==> config.mk <==
export PLATFORM = sky130hd
export DESIGN_NAME = bus_width_bridge
export DESIGN_NICKNAME = d
export VERILOG_FILES = /design/src/rtl/bus_bridge_pkg.sv /design/src/rtl/bus_pack_unit.sv /design/src/rtl/bus_width_bridge.sv
export SDC_FILE = /design/constraint.sdc
export NUM_CORES = 1
export LEC_CHECK = 0
export BUFFER_PORTS_ARGS = -buffer_cell sky130_fd_sc_hd__buf_4
export CORE_ASPECT_RATIO = 0.7
export CORE_UTILIZATION = 57
export CTS_CLUSTER_SIZE = 8
export DETAILED_ROUTE_END_ITERATION = 6
export PLACE_DENSITY = 0.9
export RECOVER_POWER = 50
export SKIP_LAST_GASP = 1
export SYNTH_ARGS = -nofsm -noshare
export SYNTH_HDL_FRONTEND = slang
export SYNTH_SLANG_ARGS = --single-unit
export TNS_END_PERCENT = 10
==> constraint.sdc <==
create_clock -name clk -period 3.5 [get_ports clk]
set_clock_uncertainty 0.1 [all_clocks]
set_input_delay 0.7 -clock clk [delete_from_list [all_inputs] [get_ports clk]]
set_output_delay 0.7 -clock clk [all_outputs]
set_load 0.01 [all_outputs]
==> src/rtl/bus_bridge_pkg.sv <==
// rtl/bus_bridge_pkg.sv - shared width helpers and downsizer state type for the bus width bridge
package bus_bridge_pkg;

    function automatic int ratio_of(input int ratio_log);
        return 1 << ratio_log;
    endfunction

    function automatic int high_width_of(input int low_width, input int ratio_log);
        return low_width << ratio_log;
    endfunction

    function automatic int lane_idx_width(input int ratio_log);
        return ratio_log;
    endfunction

    typedef enum logic {
        DS_IDLE = 1'b0,
        DS_SEND = 1'b1
    } ds_state_t;

endpackage

==> src/rtl/bus_pack_unit.sv <==
// rtl/bus_pack_unit.sv - upsizer packing narrow beats into strobed, auto-addressed wide words
module bus_pack_unit
    import bus_bridge_pkg::*;
#(
    parameter int RATIO_LOG      = 2,
    parameter int LOW_DATA_WIDTH = 8,
    parameter int ADDR_WIDTH     = 16,
    parameter int TIMEOUT        = 16
) (
    input  logic                                            clk,
    input  logic                                            rst_n,
    input  logic [LOW_DATA_WIDTH-1:0]                       low_rd_data,
    input  logic                                            low_rd_valid,
    output logic                                            low_rd_ready,
    input  logic                                            flush,
    output logic [high_width_of(LOW_DATA_WIDTH, RATIO_LOG)-1:0] high_wr_data,
    output logic [ratio_of(RATIO_LOG)-1:0]                  high_wr_strb,
    output logic [ADDR_WIDTH-1:0]                           high_wr_addr,
    output logic                                            high_wr_valid,
    input  logic                                            high_wr_ready
);

    localparam int RATIO  = ratio_of(RATIO_LOG);
    localparam int LIW    = lane_idx_width(RATIO_LOG);
    localparam int IDLE_W = (TIMEOUT > 1) ? $clog2(TIMEOUT) : 1;
    localparam logic [LIW-1:0]    LANE_LAST = LIW'(RATIO - 1);
    localparam logic [IDLE_W-1:0] IDLE_LAST = IDLE_W'((TIMEOUT > 0) ? TIMEOUT - 1 : 0);
    localparam bit                TO_EN     = (TIMEOUT != 0);

    logic [LIW-1:0]    fill_cnt;
    logic [IDLE_W-1:0] idle_cnt;
    logic              accept;
    logic              partial;
    logic              timed_out;
    logic              issue;

    assign low_rd_ready = !high_wr_valid;
    assign accept       = low_rd_valid && low_rd_ready;
    assign partial      = (fill_cnt != '0);
    assign timed_out    = TO_EN && !accept && partial && (idle_cnt == IDLE_LAST);
    // A flush on the same cycle as an accept still packs that lane before issuing.
    assign issue        = !high_wr_valid &&
                          ((accept && ((fill_cnt == LANE_LAST) || flush)) ||
                           (!accept && partial && (flush || timed_out)));

    always_ff @(posedge clk or negedge rst_n) begin
        if (!rst_n) begin
            high_wr_data  <= '0;
            high_wr_strb  <= '0;
            high_wr_addr  <= '0;
            high_wr_valid <= 1'b0;
            fill_cnt      <= '0;
            idle_cnt      <= '0;
        end else if (high_wr_valid) begin
            if (high_wr_ready) begin
                high_wr_valid <= 1'b0;
                high_wr_addr  <= high_wr_addr + 1'b1;
                high_wr_data  <= '0;
                high_wr_strb  <= '0;
                fill_cnt      <= '0;
                idle_cnt      <= '0;
            end
        end else begin
            if (accept) begin
                for (int i = 0; i < RATIO; i++) begin
                    if (fill_cnt == LIW'(i)) begin
                        high_wr_data[i*LOW_DATA_WIDTH +: LOW_DATA_WIDTH] <= low_rd_data;
                        high_wr_strb[i] <= 1'b1;
                    end
                end
                fill_cnt <= fill_cnt + 1'b1;
                idle_cnt <= '0;
            end else if (partial && TO_EN) begin
                idle_cnt <= idle_cnt + 1'b1;
            end
            if (issue) begin
                high_wr_valid <= 1'b1;
            end
        end
    end

endmodule

==> src/rtl/bus_width_bridge.sv <==
// rtl/bus_width_bridge.sv - bidirectional narrow/wide bus width converter with handshakes
module bus_width_bridge
    import bus_bridge_pkg::*;
#(
    parameter int RATIO_LOG      = 2,
    parameter int LOW_DATA_WIDTH = 8,
    parameter int ADDR_WIDTH     = 16,
    parameter int TIMEOUT        = 16
) (
    input  logic                                            clk,
    input  logic                                            rst_n,
    input  logic [high_width_of(LOW_DATA_WIDTH, RATIO_LOG)-1:0] high_rd_data,
    input  logic                                            high_rd_valid,
    output logic                                            high_rd_ready,
    output logic [LOW_DATA_WIDTH-1:0]                       low_wr_data,
    output logic                                            low_wr_valid,
    output logic                                            low_wr_last,
    input  logic                                            low_wr_ready,
    input  logic [LOW_DATA_WIDTH-1:0]                       low_rd_data,
    input  logic                                            low_rd_valid,
    output logic                                            low_rd_ready,
    input  logic                                            flush,
    output logic [high_width_of(LOW_DATA_WIDTH, RATIO_LOG)-1:0] high_wr_data,
    output logic [ratio_of(RATIO_LOG)-1:0]                  high_wr_strb,
    output logic [ADDR_WIDTH-1:0]                           high_wr_addr,
    output logic                                            high_wr_valid,
    input  logic                                            high_wr_ready
);

    localparam int RATIO           = ratio_of(RATIO_LOG);
    localparam int HIGH_DATA_WIDTH = high_width_of(LOW_DATA_WIDTH, RATIO_LOG);
    localparam int LIW             = lane_idx_width(RATIO_LOG);
    localparam logic [LIW-1:0] BEAT_LAST = LIW'(RATIO - 1);

    ds_state_t                  ds_state;
    logic [HIGH_DATA_WIDTH-1:0] ds_word;
    logic [LIW-1:0]             beat_cnt;
    logic                       sending;
    logic                       last_done;

    assign sending       = (ds_state == DS_SEND);
    assign low_wr_valid  = sending;
    assign low_wr_last   = sending && (beat_cnt == BEAT_LAST);
    assign last_done     = low_wr_last && low_wr_ready;
    // Accepting on the final beat lets consecutive words stream with no bubble.
    assign high_rd_ready = !sending || last_done;

    always_comb begin
        low_wr_data = '0;
        for (int i = 0; i < RATIO; i++) begin
            if (beat_cnt == LIW'(i)) begin
                low_wr_data = ds_word[i*LOW_DATA_WIDTH +: LOW_DATA_WIDTH];
            end
        end
    end

    always_ff @(posedge clk or negedge rst_n) begin
        if (!rst_n) begin
            ds_state <= DS_IDLE;
            ds_word  <= '0;
            beat_cnt <= '0;
        end else begin
            case (ds_state)
                DS_IDLE: begin
                    if (high_rd_valid) begin
                        ds_word  <= high_rd_data;
                        beat_cnt <= '0;
                        ds_state <= DS_SEND;
                    end
                end
                DS_SEND: begin
                    if (low_wr_ready) begin
                        if (beat_cnt != BEAT_LAST) begin
                            beat_cnt <= beat_cnt + 1'b1;
                        end else if (high_rd_valid) begin
                            ds_word  <= high_rd_data;
                            beat_cnt <= '0;
                        end else begin
                            ds_state <= DS_IDLE;
                        end
                    end
                end
            endcase
        end
    end

    bus_pack_unit #(
        .RATIO_LOG      (RATIO_LOG),
        .LOW_DATA_WIDTH (LOW_DATA_WIDTH),
        .ADDR_WIDTH     (ADDR_WIDTH),
        .TIMEOUT        (TIMEOUT)
    ) u_pack (
        .clk           (clk),
        .rst_n         (rst_n),
        .low_rd_data   (low_rd_data),
        .low_rd_valid  (low_rd_valid),
        .low_rd_ready  (low_rd_ready),
        .flush         (flush),
        .high_wr_data  (high_wr_data),
        .high_wr_strb  (high_wr_strb),
        .high_wr_addr  (high_wr_addr),
        .high_wr_valid (high_wr_valid),
        .high_wr_ready (high_wr_ready)
    );

endmodule
==> results by group <==
Cells and area
  • Fin nets: 550
  • Layout area overhead: 24.38%
  • Layout cells sized above 1: between 30% and 40%
  • Antenna Cells: 0
  • Register area: between 2000 and 2500 um^2
  • Filler cells: 480
  • Area of the multi-input gates: ~1700 um^2
  • Fin area: between 5000 and 6000 um^2
  • Post-layout util: 75.39%

GRT
  • GR met2 Demand/Resource: a little over two fifths
  • Vias in the first global route: between 3000 and 4000
  • GRT met1 Usage: around a third
  • Gr usage total: between 20% and 30%
  • Largest net degree at the start of global routing: a little over 50
  • Initial antenna violation count: 0
  • GRT met3 Usage: a little over 7%
  • Grt ovf: 0
  • Busiest grt layer: met2
  • First-pass GRT wire length: 15.22 mm

Drt
  • Routed length per placed instance: approximately 16 um
  • Routed vias: roughly 3300
  • Starting DRT DRC Count: 210
  • DRC: 0
  • WL final: between 9 and 10 mm
  • 1st-pass router iterations: 5
  • Via/cell ratio: ~5.5
  • ANT nets after route: 0

Clock network
  • Number of hold buffers added after CTS: 0
  • CTS tree: yes
  • Total CTS buffers: 9
  • Setup bufs post-CTS: 0
  • Clock sink total: 94
  • Clock root buffer: clkbuf_8
  • # H-tree levels: 3
  • Clock Latency Late Sink: about 0.36 ns
  • PostCTS Resize Cnt: 0
  • CTS clk-pin slew, worst paths: 0.09 ns
  • Longest Clk Path Bufs: 2

Setup path
  • Startpoint types: register
  • CP max stage delay: 0.41 ns
  • Critical path data arrival time: about 2.2 ns
  • Critical path peak fanout: 10
  • Slowest CP cell: dfrtp_1
  • Worst Setup End Kind: primary output
  • CP Cell Sequence: inv_1, ha_1, nor2b_2, a221oi_1, o31ai_1, buf_4
  • Crit path kind: register to primary output
  • Required @ worst endpoint: 2.70 ns

Power
  • Pwr Density: between 800 and 900 nW/um^2
  • P_leak: ~2.7 nW
  • Peak supply drop: between 0.4 and 0.5 mV

Placement
  • Post-DP Area: roughly 5000 um^2
  • Post-DP HPWL: 7.104 mm
  • # port buffers: between 100 and 150
  • GP Congestion: 0.8523

Synthesis
  • Avg Synthesized Cell Area: roughly 11 um^2
  • Post-synthesis cell area: 4209 um^2
  • YS warnings: 0
  • Mapped Cells: 387
  • Synthesis-stage register bit count: 94
  • Unique masters post-synth: 35
  • Sequential fraction of the synthesis area: between 50% and 60%
  • Syn nets: 444

Floorplan
  • Die area: between 7000 and 8000 um^2
  • Initial Util: about three fifths
  • IO Count: between 100 and 150
  • Core area: roughly 7000 um^2
  • DIE HEIGHT: about 74 um
  • Row cnt: 25
  • Die width: around 100 um

Timing
  • Least-Margin Pin Slew: roughly 2.6 ns
  • Max Fclk: about 0.33 GHz
  • Fin crit period: 2.998 ns
  • Setup-failing EPs final: 0
  • Fin. max-slew vios: between 80 and 90
  • Slew HR: -74.93%
  • Final Hold Fails: 0
  • RSZ-0062 raised after global routing: no
  • Setup TNS: 0 ns
  • Post-route clock period utilization: a little under nine tenths

Status
  • Status: complete, but fails checks
  • Failing checks: max-capacitance violations, max-slew violations

Job
  • Max-Cap Viols: 2

Worst hold path
  • HP Class: register to register
[synth_stat cells]
cell	number	area (um^2)
nand3_1	39	195.2
a21oi_1	1	5.000
o21ai_0	4	20.02
nand2b_1	1	6.260
nor2b_1	8	50.05
a221oi_1	7	61.31
and3_1	3	18.77
xnor2_1	15	131.4
nor2b_2	1	8.760
o31ai_1	7	52.55
ha_1	10	125.1
mux2_1	1	11.26
o32ai_1	1	8.760
xor2_1	4	35.03
buf_2	9	45.04
a22o_1	2	17.52
mux2_2	32	360.4
nor2_2	2	12.51
and2_1	5	31.28
mux2i_1	4	40.04
nor2b_4	1	13.76
o21bai_1	1	7.510
nand2_1	99	371.6
clkbuf_1	3	11.26
o22ai_1	5	31.28
dfrtp_1	94	2352
nand2_2	2	12.51
inv_1	8	30.03
nand4_1	5	31.28
nor2_1	2	7.510
buf_4	2	15.01
and2_4	1	8.760
or2_2	1	6.260
buf_6	5	56.30
and4_1	2	17.52
[final timing paths]
| path | start | to | slack [ns] | depth (start not counted) |
|---|---|---|---|---|
| min in group asynchronous | rst_n | u_pack.high_wr_data[2]$_DFFE_PN0P_ | 1.05 | 1 |
| hold reg to reg | u_pack.high_wr_addr[15]$_DFFE_PN0P_ | u_pack.high_wr_addr[15]$_DFFE_PN0P_ | 0.39 | 1 |
| setup / recovery | beat_cnt[1]$_DFFE_PN0N_ | low_wr_data[3] | 0.50 | 6 |
| hold / removal | u_pack.high_wr_addr[15]$_DFFE_PN0P_ | u_pack.high_wr_addr[15]$_DFFE_PN0P_ | 0.39 | 1 |
| setup reg to reg | beat_cnt[0]$_DFFE_PN0N_ | ds_word[21]$_DFFE_PN0P_ | 1.08 | 5 |
| max in group asynchronous | rst_n | ds_word[28]$_DFFE_PN0P_ | 0.76 | 2 |
[where the power goes]
| group | total [W] | switching, W | internal, W |
|---|---|---|---|
| clock network | 0.000724 | 0.000374 | 0.000350 |
| registers | 0.00180 | 0.000302 | 0.00150 |
| logic | 0.00171 | 0.000840 | 0.000874 |
[routing by layer]
layer  up-vias  wire length [um]  part of all wire (%)
li1       1514                 -                     -
met1      1635              4337                    45
met2       110              4710                    48
met3        12               560                   5.7
met4         0               136                   1.4
met5         -                 0                     0
[state kept, by name (all words and copies together), names as in the netlist]
signal / count
u_pack.idle_cnt: 4
u_pack.high_wr_valid: 1
low_wr_valid: 1
u_pack.high_wr_strb: 4
u_pack.high_wr_addr: 16
u_pack.fill_cnt: 2
ds_word: 32
beat_cnt: 2
u_pack.high_wr_data: 32
[layout make-up]
type                    count  area share (%)
clock inverters             5           1.123
well taps                  94           2.247
flip-flops and latches     94           44.93
multi-input cells         266           32.22
repair buffers            114           16.20
clock buffers              11           2.701
inverters                   8          0.5736
[layout by cell type (no fill, tap or decap)]
cell,n
nand3_1,39
nand2_1,99
a21oi_1,1
and2_1,4
a22o_1,2
bufinv_16,1
and2_0,1
inv_1,8
o21ai_0,4
nand2b_1,1
nand2_2,2
mux2_1,1
clkbuf_8,10
nor2_1,4
clkinv_2,1
nand4_1,5
ha_1,10
o21bai_1,1
mux2_2,32
dfrtp_1,94
and3_1,3
xor2_1,4
a221oi_1,7
or2_2,1
buf_4,112
xnor2_1,15
nor2b_2,1
clkinvlp_4,2
and4_1,2
o22ai_1,5
o32ai_1,1
mux2i_1,4
o31ai_1,7
and2_4,1
clkinv_4,1
clkbuf_1,3
nor2b_1,9
[critical path, delay by kind of cell, from the launching register on]
| family | cells | cell delay, ns |
|---|---|---|
| fa+ha+maj | 1 | 0.33 |
| flops | 1 | 0.41 |
| buf+inv | 2 | 0.29 |
| compound gates | 2 | 0.47 |
| simple gates | 1 | 0.34 |
[cell families after synthesis]
family,share of synthesized area [%]
compound gates,4.846
xor+xnor,3.954
fa+ha+maj,2.973
buf+inv,3.745
flops,55.89
mux,9.780
simple gates,18.82
[metrics by stage]
| stage | total power, W | worst slack [ns] | hold slack, ns | std cells |
|---|---|---|---|---|
| CTS | 0.004269 | 0.5188 | 0.2595 | 592 |
| finish | 0.004241 | 0.5016 | 0.3911 | 592 |
| global route | 0.004502 | 0.2011 | 0.4002 | 592 |
| detailed placement | 0.003542 | 0.9457 | 0.3727 | 576 |
| global placement | 0.003435 | 1.086 | 0.3596 | 576 |
| floorplan | 0.002780 | 1.247 | 0.3044 | 387 |
(Power assumes the default switching activity.)
